**config.mk**
```make
export PLATFORM = sky130hd
export DESIGN_NAME = boreal_wbram_arbiter
export DESIGN_NICKNAME = d
export VERILOG_FILES = /design/src/rtl/boreal_wbram_arbiter.sv
export SDC_FILE = /design/constraint.sdc
export NUM_CORES = 1
export LEC_CHECK = 0
export ABC_CLOCK_PERIOD_IN_PS = 1800
export CORE_ASPECT_RATIO = 1.5
export CORE_MARGIN = 2
export CORE_UTILIZATION = 38
export CTS_CLUSTER_SIZE = 28
export DETAILED_ROUTE_END_ITERATION = 8
export PLACE_DENSITY = 0.76
export SETUP_SLACK_MARGIN = 0.5
export SYNTH_ARGS = -nofsm -noshare
export SYNTH_HDL_FRONTEND = slang
export SYNTH_SLANG_ARGS = --single-unit
```
**constraint.sdc**
```tcl
create_clock -name clk -period 1.8 [get_ports clk]
set_input_delay 0.45 -clock clk [delete_from_list [all_inputs] [get_ports clk]]
set_output_delay 0.45 -clock clk [all_outputs]
set_load 0.005 [all_outputs]
```
**src/rtl/boreal_wbram_arbiter.sv**
```systemverilog
`default_nettype none
// ============================================================================
// Module   : boreal_wbram_arbiter
// Purpose  : Single-port weight BRAM sequencer. Inference reads take priority
//            over Hebbian write-back, a starvation counter bounds the wait of a
//            pending write, and the bite switch freezes all plasticity writes.
// Revision : 1.0  initial release
// ============================================================================
module boreal_wbram_arbiter #(
  parameter int ADDR_W     = 10,
  parameter int DATA_W     = 16,
  parameter int RD_LAT     = 1,
  parameter int STARVE_MAX = 8
) (
  input  logic              clk,
  input  logic              rst_n,
  input  logic              bite_switch_n,
  input  logic              inf_req,
  input  logic [ADDR_W-1:0] inf_addr,
  output logic              inf_gnt,
  output logic              inf_rvalid,
  output logic [DATA_W-1:0] inf_rdata,
  input  logic              heb_req,
  input  logic [ADDR_W-1:0] heb_addr,
  input  logic [DATA_W-1:0] heb_wdata,
  output logic              heb_gnt,
  output logic              heb_blocked,
  output logic [ADDR_W-1:0] bram_addr,
  output logic              bram_we,
  output logic [DATA_W-1:0] bram_wdata,
  input  logic [DATA_W-1:0] bram_rdata
);

  localparam int SC_W  = $clog2(STARVE_MAX + 1);
  localparam int LAT_W = 3;
  localparam logic [SC_W-1:0]  c_starve_max = SC_W'(STARVE_MAX);
  localparam logic [LAT_W-1:0] c_rd_lat     = LAT_W'(RD_LAT);

  typedef enum logic [1:0] {
    IDLE    = 2'd0,
    RD_WAIT = 2'd1,
    WR      = 2'd2
  } state_e;

  state_e              state_q, state_d;
  logic [SC_W-1:0]     starve_cnt_q, starve_cnt_d;
  logic [LAT_W-1:0]    lat_cnt_q, lat_cnt_d;
  logic                inf_gnt_q, inf_gnt_d;
  logic                inf_rvalid_q, inf_rvalid_d;
  logic [DATA_W-1:0]   inf_rdata_q, inf_rdata_d;
  logic                heb_gnt_q, heb_gnt_d;
  logic                heb_blocked_q, heb_blocked_d;
  logic [ADDR_W-1:0]   bram_addr_q, bram_addr_d;
  logic                bram_we_q, bram_we_d;
  logic [DATA_W-1:0]   bram_wdata_q, bram_wdata_d;
  logic                w_heb_live;

  assign w_heb_live = heb_req & bite_switch_n;

  always_comb begin
    state_d       = state_q;
    starve_cnt_d  = starve_cnt_q;
    lat_cnt_d     = lat_cnt_q;
    inf_gnt_d     = 1'b0;
    inf_rvalid_d  = 1'b0;
    heb_gnt_d     = 1'b0;
    bram_we_d     = 1'b0;
    inf_rdata_d   = inf_rdata_q;
    bram_addr_d   = bram_addr_q;
    bram_wdata_d  = bram_wdata_q;
    heb_blocked_d = ~bite_switch_n;

    case (state_q)
      IDLE: begin
        if (!heb_req) begin
          starve_cnt_d = '0;
        end
        // A pending write wins outright when no read competes, or once it
        // has lost STARVE_MAX arbitrations in a row.
        if (w_heb_live && (!inf_req || (starve_cnt_q == c_starve_max))) begin
          state_d      = WR;
          heb_gnt_d    = 1'b1;
          bram_we_d    = 1'b1;
          bram_addr_d  = heb_addr;
          bram_wdata_d = heb_wdata;
        end else if (inf_req) begin
          state_d     = RD_WAIT;
          inf_gnt_d   = 1'b1;
          bram_addr_d = inf_addr;
          lat_cnt_d   = '0;
          if (w_heb_live && (starve_cnt_q != c_starve_max)) begin
            starve_cnt_d = starve_cnt_q + 1'b1;
          end
        end
      end
      RD_WAIT: begin
        if (lat_cnt_q == c_rd_lat) begin
          inf_rdata_d  = bram_rdata;
          inf_rvalid_d = 1'b1;
          state_d      = IDLE;
        end else begin
          lat_cnt_d = lat_cnt_q + 1'b1;
        end
      end
      WR: begin
        starve_cnt_d = '0;
        state_d      = IDLE;
      end
      default: begin
        state_d = IDLE;
      end
    endcase

    if (!bite_switch_n) begin
      starve_cnt_d = '0;
    end
  end

  always_ff @(posedge clk or negedge rst_n) begin
    if (!rst_n) begin
      state_q       <= IDLE;
      starve_cnt_q  <= '0;
      lat_cnt_q     <= '0;
      inf_gnt_q     <= 1'b0;
      inf_rvalid_q  <= 1'b0;
      inf_rdata_q   <= '0;
      heb_gnt_q     <= 1'b0;
      heb_blocked_q <= 1'b0;
      bram_addr_q   <= '0;
      bram_we_q     <= 1'b0;
      bram_wdata_q  <= '0;
    end else begin
      state_q       <= state_d;
      starve_cnt_q  <= starve_cnt_d;
      lat_cnt_q     <= lat_cnt_d;
      inf_gnt_q     <= inf_gnt_d;
      inf_rvalid_q  <= inf_rvalid_d;
      inf_rdata_q   <= inf_rdata_d;
      heb_gnt_q     <= heb_gnt_d;
      heb_blocked_q <= heb_blocked_d;
      bram_addr_q   <= bram_addr_d;
      bram_we_q     <= bram_we_d;
      bram_wdata_q  <= bram_wdata_d;
    end
  end

  assign inf_gnt     = inf_gnt_q;
  assign inf_rvalid  = inf_rvalid_q;
  assign inf_rdata   = inf_rdata_q;
  assign heb_gnt     = heb_gnt_q;
  assign heb_blocked = heb_blocked_q;
  assign bram_addr   = bram_addr_q;
  assign bram_we     = bram_we_q;
  assign bram_wdata  = bram_wdata_q;

endmodule
`default_nettype wire
```
==> flow_metrics.py <==
metrics = {
    "worst_setup_path": {
        "crit_chain": "inv_2 > ha_4 > nand3b_1 > a211oi_4 > buf_6 > clkbuf_16 > mux2_4",
        "crit_buf_inv": 3,
        "worstSetupPathType": "reg -> reg",
        "cpMaxStageDelayCell": "dfrtp_1",
        "rrSetupSlack_ps": 20,
        "timing.rr.start": "starve_cnt_q[1]",
        "cp.arrival_ps": 1970,
        "worst_setup_path_end_kind": "flip-flop",
        "critPathTopFamily": "flip-flops",
        "max_stage_delay_ps": 400,
        "crit_fanout": 5,
        "reg2reg_to": "bram_wdata[10]",
        "cp.required_ps": 1990,
        "startpoint_type": "flip-flop",
        "worstRegToRegCells": 7,
    },
    "floorplan": {
        "die_height_um": 101,
        "rows": 35,
        "core_area_mm2": 0.00613,
        "dieArea_mm2": 0.00697,
        "die_x_um": 68.8,
        "initial_core_util_pct": 39.1,
        "io_pins": 104,
    },
    "synth": {
        "synthArstFlopShare_pct": 100,
        "avgSynthCellArea_um2": 12.2,
        "syn_nets": 257,
        "syn_area_mm2": 0.00240,
        "synth_edf_count": 0,
        "yosys_warnings": 0,
        "ys_ff_latch": 55,
        "ys_types": 33,
        "syn_inst": 196,
        "yosysSeqAreaShare_pct": 57.4,
        "synthFlopType": "dfrtp_1",
    },
    "timing": {
        "finalSetupViolCount": 0,
        "hold_ws_ps": 122,
        "post-route-period-util_pct": 99.0,
        "relSlewSlack_pct": 79.7,
        "finalHoldViolations": 0,
        "finalMaxSlewViolations": 0,
        "finalSetupTns_ps": 0,
        "tightest_slew_ps": 304,
        "rsz0062_at_grt": "true",
        "max_freq_mhz": 561,
        "fin_crit_ps": 1780,
        "finClkSkew_ps": 11.1,
        "fin_ws_ps": 18.2,
    },
    "cts": {
        "cts_made_buffers": 5,
        "clockBufferDepth": 2,
        "h-tree-depth": 2,
        "cts_hold_buf": 0,
        "cts_root_buffer": "clkbuf_8",
        "clk_pin_slew_ps": 100,
        "clock_latency_ps": 310,
        "cts_sinks": 55,
        "cts_tree": "done",
    },
    "routing": {
        "drc": 0,
        "drt_first_pass_iters": 4,
        "ant_nets": 0,
        "routed_wirelength_mm": 7.08,
        "routedWlPerCell_um": 16.0,
        "vias_per_cell": 4.92,
        "vias": 2174,
        "drt_first_iter_violations": 127,
    },
    "cells_and_area": {
        "drive_above_1_share_pct": 55.7,
        "mostFrequentLayoutCells": "dfrtp_1 (55), buf_4 (54), clkdlybuf4s50_1 (54)",
        "fin_cells": 442,
        "syn2layout_area_growth_pct": 79.2,
        "antennaDiodeCount": 0,
        "mostFrequentLayoutCell": "dfrtp_1",
        "fin_area_mm2": 0.00429,
        "final_core_util_pct": 70.0,
        "fin_nets": 428,
    },
    "global_route": {
        "grt_util_all_layers_pct": 18.3,
        "antenna_found_initial": 0,
        "grt_use_met1_pct": 19.5,
        "grt.busiest_layer": "met2",
        "grt_start_max_net_pins": 56,
        "met3_usage_pct": 3.89,
        "grt_pass1_wl_mm": 9.74,
        "grt_pass1_vias": 2130,
        "grt_overflow_total": 0,
        "grt_util_met2_pct": 35.1,
    },
    "power_and_ir_drop": {
        "swShare_pct": 30.5,
        "internal_power_mw": 4.21,
        "powerDensity_mw_per_mm2": 1410,
        "p_switching_mw": 1.85,
        "p_leak_nw": 2.02,
        "seqPwrFrac_pct": 34.0,
        "vdd_drop_max_uv": 720,
        "power_mw": 6.06,
        "clockPowerShare_pct": 14.1,
        "combPwrFrac_pct": 52.0,
    },
    "hold_path": {
        "hp-class": "in -> async",
    },
    "placement": {
        "port_buffers": 103,
        "gp_congestion": 0.775,
        "place_area_mm2": 0.00365,
        "placed_cells": 378,
        "post-place-ws_ps": -213,
        "hpwl_mm": 4.12,
    },
    "outcome": {
        "status": "finished, final reports clean",
    },
    "run": {
        "maxCapViolations": 0,
    },
}
==> synthesized netlist by cell type, types with 2 or more instances <==
cell / count / area share, %
dfrtp_1: 55 / 57
mux2_2: 25 / 12
nand2_1: 22 / 3.4
nor2_1: 15 / 2.3
a31oi_1: 10 / 2.6
mux2_4: 8 / 5.0
a21oi_1: 7 / 1.5
inv_1: 7 / 1.1
nand3_1: 5 / 1.0
nor3_1: 5 / 1.0
clkbuf_1: 4 / 0.63
ha_1: 4 / 2.1
buf_4: 3 / 0.94
nand4_1: 3 / 0.78
a21o_1: 2 / 0.63
buf_6: 2 / 0.94
nand3b_1: 2 / 0.63
o22ai_1: 2 / 0.52
==> worst register-to-register path, stage by stage (launching register included) <==
cell and delay, ps:
dfrtp_1 400, inv_2 90, ha_4 130, nand3b_1 140
a211oi_4 310, buf_6 150, clkbuf_16 140, mux2_4 300
==> how the worst max path moves through the flow <==
stage | startpoint | to | slack (ps) | depth (start not counted)
finish | starve_cnt_q[1] | bram_wdata[10] | 20 | 7
global route | starve_cnt_q[1] | bram_wdata[13] | -50 | 7
CTS | starve_cnt_q[0] | bram_wdata[5] | 90 | 6
detailed placement | bite_switch_n | bram_wdata[1] | -210 | 5
global placement | bite_switch_n | bram_wdata[1] | -180 | 5
floorplan | starve_cnt_q[0] | bram_wdata[10] | -70 | 6
==> power groups by stage <==
stage	Clock (mW)	Combinational, mW	Sequential, mW
floorplan	0	1.16	2.11
global placement	0	2.48	2.08
detailed placement	0	2.54	2.10
CTS	0.870	2.60	2.04
global route	0.913	3.41	2.12
finish	0.851	3.15	2.06
==> final cells by class <==
type                            count  area (um^2)
Fill cell                         469         1840
Timing Repair Buffer              175         1490
Sequential cell                    55         1380
Multi-Input combinational cell    123         1200
Tap cell                           74         92.6
Clock buffer                        5         68.8
Clock inverter                      3         46.3
Inverter                            7         26.3
==> layer usage <==
| metal | vias up | share of wire, % |
|---|---|---|
| met4 | 0 | 1.4 |
| met1 | 1062 | 36 |
| met2 | 86 | 56 |
| met3 | 8 | 6.4 |
| li1 | 1018 | - |
| met5 | - | 0 |
==> logic make-up after synthesis <==
kind of cell             Yosys count  synth area share (%)
AO/OA/AOI/OAI                     27                  7.52
adder cells (fa/ha/maj)            4                  2.09
flip-flops                        55                  57.4
AND/OR/NAND/NOR                   57                  11.0
multiplexers                      34                  17.2
buffers and inverters             19                  4.80
==> flip-flops by register name (all words and copies together) (netlist names) <==
register	count
bram_addr	10
starve_cnt_q	4
bram_we	1
inf_gnt	1
inf_rvalid	1
state_q	2
inf_rdata	16
lat_cnt_q	3
heb_blocked	1
bram_wdata	16
==> repair_timing <==
| item | CTS | global route |
|---|---|---|
| cloned | 4 | 4 |
| setup endpoints to repair | 100 | 95 |
| resized for setup | 214 | 49 |
| pin swaps | 4 | 42 |
| buffers inserted | 23 | 25 |
No activity file was read; power rests on OpenSTA's default activity.
==> variant 1: new RTL, same settings <==
The 3 states of `state_e` get a one-hot encoding in 3 bits.
--- a/src/rtl/boreal_wbram_arbiter.sv
+++ b/src/rtl/boreal_wbram_arbiter.sv
@@ -37,8 +37,8 @@
   localparam logic [LAT_W-1:0] c_rd_lat     = LAT_W'(RD_LAT);
 
-  typedef enum logic [1:0] {
-    IDLE    = 2'd0,
-    RD_WAIT = 2'd1,
-    WR      = 2'd2
+  typedef enum logic [2:0] {
+    IDLE    = 3'b001,
+    RD_WAIT = 3'b010,
+    WR      = 3'b100
   } state_e;
 
Behaviour: no difference found for any inputs over 10 cycles, from zero or initial values and one cycle with rst_n low; not proved beyond that.
==> variant 1 against the unedited design <==
  * Sequential share of layout area rose by 3.5 points
  * First-iteration DRC count is 35% lower
  * Routed wire length shrank 15%
  * Sequential cell count rose by 1
  * Area after synthesis decreased by 1.7%
  * Die area decreased by 1.6%
  * Combinational power fell by 16%
  * Total power is 10% lower
  * Cell area fell by 8.0%
  * Worst setup slack improved by 0.0046 ns
==> variant 1: results (changes against the unedited design) <==
metric	value	unit	change
status	completed		
port_buffers	103		unchanged
slew_headroom	66.63	%	-13 points
slowest_delay	0.54	ns	+0.14 ns
syn_area_per_cell	12.46	um2	+1.9%
yosys.cell_types.count	34		+3.0%
synth_commonest_cells	dfrtp_1, nand2_1, mux2_2, nor2_1, a31oi_1		
grt_pass1_wl	9.363	mm	-3.9%
critPathMaxFanout	10		+5
synth_nets	250		-2.7%
antenna_found_initial	0		unchanged
drive_gt1_share	46.49	%	-9.2 points
clk_pin_slew_worst_paths	0.11	ns	
nFillCells	506		+7.9%
place_ws	-0.1978	ns	+0.01474 ns
wl_per_cell	14.55	um	-9.2%
p_leak	0.001866	uW	-7.5%
h-tree-depth	2		unchanged
synth_area_leaders	dfrtp_1, mux2_2, mux2_4		
synthMuxAreaShare	16.84	%	-0.34 points
dp_cells	374		-1.1%
detail_route.iter0.violations	83		-35%
cp_top_family	flip-flops		
grt_start_max_net_pins	26		-54%
yosys.area_share.adder	2.125	%	+0.037 points
fin_skew	0.01069	ns	-0.0004472 ns
synthXorXnorAreaFrac	1.116	%	+1.1 points
design.final.nets	402		-6.1%
grtUsageTotal	18.12	%	-0.17 points
irDropWorstVdd	713.1	uV	-0.92%
dp_hpwl	4.093	mm	-0.71%
vias	1999		-8.0%
hold_path.class	in -> async		
clockBufferDepth	2		unchanged
globalplace.congestion	0.8290		+7.0%
diodes	0		unchanged
stdcell_count	416		-5.9%
dr.pass1.iters	4		unchanged
crit_path_top_delay_cell	dfstp_2		
cts_buffers	5		unchanged
clk_latency	0.32	ns	
synth_compound_area_share	8.023	%	+0.50 points
ys_seq_area_share	59.56	%	+2.1 points
placed_area	0.003585	mm2	-1.8%
ys_warn_count	0		unchanged
multi_input_area	0.001022	mm2	-15%
critPathArrivalTime	1.98	ns	
-- variant 1: kinds of logic after synthesis --
kind of cell | count (synthesis)
AOI/OAI and AO/OA | 29
xor gates and xnor gates | 3
adders and majority gates | 4
buffers and inverters | 14
DFF | 56
muxes | 33
and+or+nand+nor | 50
-- variant 1: power by group --
part / internal, uW / switching [uW] / total (uW)
sequential: 1810 / 276 / 2080
combinational: 1650 / 990 / 2640
clock: 277 / 429 / 706
total: 3740 / 1690 / 5430
-- variant 1: layer usage --
| metal | wire length, um | vias to the layer above | global-route usage [%] |
|---|---|---|---|
| met4 | 74 | 0 | 6.000 |
| met2 | 3278 | 78 | 32.71 |
| met3 | 413 | 8 | 4.821 |
| li1 | - | 952 | - |
| met1 | 2285 | 961 | 19.87 |
| met5 | 0 | - | 0 |
-- variant 1: area by class of cell --
cell class              count  share of cell area [%]
clock buffers               5                   1.743
clock inverters             3                  0.5387
inverters                   5                  0.4753
multi-input cells         119                   25.89
flip-flops and latches     56                   35.52
well taps                  74                   2.345
repair buffers            154                   33.49
-- variant 1: final timing paths --
check	to	slack (ns)	cells after the start	from
setup / recovery	bram_wdata[8]	0.02	4	state_q[0]
hold / removal	inf_gnt	0.09	1	rst_n
setup reg to reg	bram_wdata[8]	0.02	4	state_q[0]
hold reg to reg	starve_cnt_q[2]	0.50	1	starve_cnt_q[2]
max in group asynchronous	inf_rdata[15]	1.14	2	rst_n
min in group clk	starve_cnt_q[2]	0.50	1	starve_cnt_q[2]
-- variant 1: what timing repair did --
item	CTS	global route
pin swaps	2	4
hold buffers	0	0
buffers inserted	18	13
cloned	3	0
gates resized for setup	207	25
endpoints found under the setup margin	101	98
==> variant 2: new RTL, same flow settings <==
Without the edit above. `STARVE_MAX`: 8 -> 16.
--- a/src/rtl/boreal_wbram_arbiter.sv
+++ b/src/rtl/boreal_wbram_arbiter.sv
@@ -11,5 +11,5 @@
   parameter int DATA_W     = 16,
   parameter int RD_LAT     = 1,
-  parameter int STARVE_MAX = 8
+  parameter int STARVE_MAX = 16
 ) (
   input  logic              clk,
Function: no difference found for any inputs over 10 cycles, from zero or initial values and one cycle with rst_n low; that may be too few to reach the edited logic, so the function may still have changed.
==> variant 2 against the unedited design <==
  * Worst hold slack lost 0.058 ns
  * Fmax grew 7.2%
  * Sequential cell count grew 1
  * Critical path depth is the same
  * Clock skew shrank 0.0026 ns
  * Area after synthesis shrank 0.68%
  * Critical path type unchanged
  * Clock power shrank 3.9%
  * Worst setup slack gained 0.12 ns
  * Via count shrank 6.5%
  * Cell area shrank 4.3%
  * Routed wire length grew 1.7%
  * Total power shrank 2.1%
==> variant 2: results (changes against the unedited design) <==
metric	value	unit	change
status	completed		
synth_commonest_cells	dfrtp_1, mux2_2, a21boi_0, a221o_1, inv_1		
dp_cells	356		-5.8%
placed_area	0.003736	mm2	+2.3%
synth_nets	229		-11%
design.final.nets	396		-7.5%
syn_area_per_cell	14.17	um2	+16%
cts_root_buf	clkbuf_8		
post_cts_resized	211		-1.4%
grt_pass1_wl	10.51	mm	+7.9%
synth_compound_area_share	12.78	%	+5.3 points
r2r-start	starve_cnt_q[0]		
p_leak	0.001947	uW	-3.5%
critPathArrivalTime	1.86	ns	-0.11 ns
grt_pass1_vias	2138		+0.38%
synth_area_leaders	dfrtp_1, mux2_2, a221o_1		
yosys.area_share.adder	2.103	%	+0.014 points
globalplace.congestion	0.7855		+1.3%
rr_endpoint	bram_wdata[15]		
wl	7.201	mm	+1.7%
routed_via_density	4.956		+0.76%
fin_skew	0.008526	ns	-0.002609 ns
use_met2	34.25	%	-0.89 points
grt_start_max_net_pins	21		-63%
grtUsageTotal	20.38	%	+2.1 points
synthMuxAreaShare	15.56	%	-1.6 points
ys_seq_area_share	58.89	%	+1.4 points
startpoint	starve_cnt_q[0]		
worst_slew_pin_slew	0.4234	ns	+0.1191 ns
yosys.cell_types.count	34		+3.0%
dp_hpwl	4.727	mm	+15%
detail_route.iter0.violations	81		-36%
grt_use_met1	23.90	%	+4.4 points
max_freq	601.4	MHz	+7.2%
postCtsSetupBuffers	30		+30%
irDropWorstVdd	734.1	uV	+2.0%
drive_gt1_share	49.40	%	-6.3 points
place_ws	-0.2482	ns	-0.03564 ns
grtUsageMet3	4.134	%	+0.25 points
hold_slack	0.06395	ns	-0.05801 ns
vias	2032		-6.5%
ys_warn_count	0		unchanged
variant 2: cell types whose count changed after synthesis, sizes merged, moves of 3 or more:
cell	change
nand2	-17
a21boi	+14
nor2	-13
a221o	+10
a31oi	-9
a21oi	-6
nor3	-5
nand3	-4
clkbuf	-3
o21ai	+3
variant 2: power by group:
group | total [uW] | switching, uW | leakage, uW | internal, uW
clock network | 818 | 405 | 0.0000552 | 414
logic | 3020 | 1060 | 0.00120 | 1960
registers | 2090 | 285 | 0.000690 | 1800
total | 5930 | 1750 | 0.00195 | 4180
variant 2: final cells by class:
type | count | area, um2
Timing Repair Buffer | 168 | 1404
Multi-Input combinational cell | 98 | 1082
Fill cell | 444 | 1977
Inverter | 6 | 22.52
Sequential cell | 56 | 1401
Tap cell | 74 | 92.59
Clock buffer | 6 | 72.57
Clock inverter | 2 | 35.03
variant 2: layer usage:
metal  up-vias  part of all wire (%)
li1        947                     -
met5         -                     0
met1       989                    37
met2        74                    53
met3        22                   5.3
met4         0                   4.0
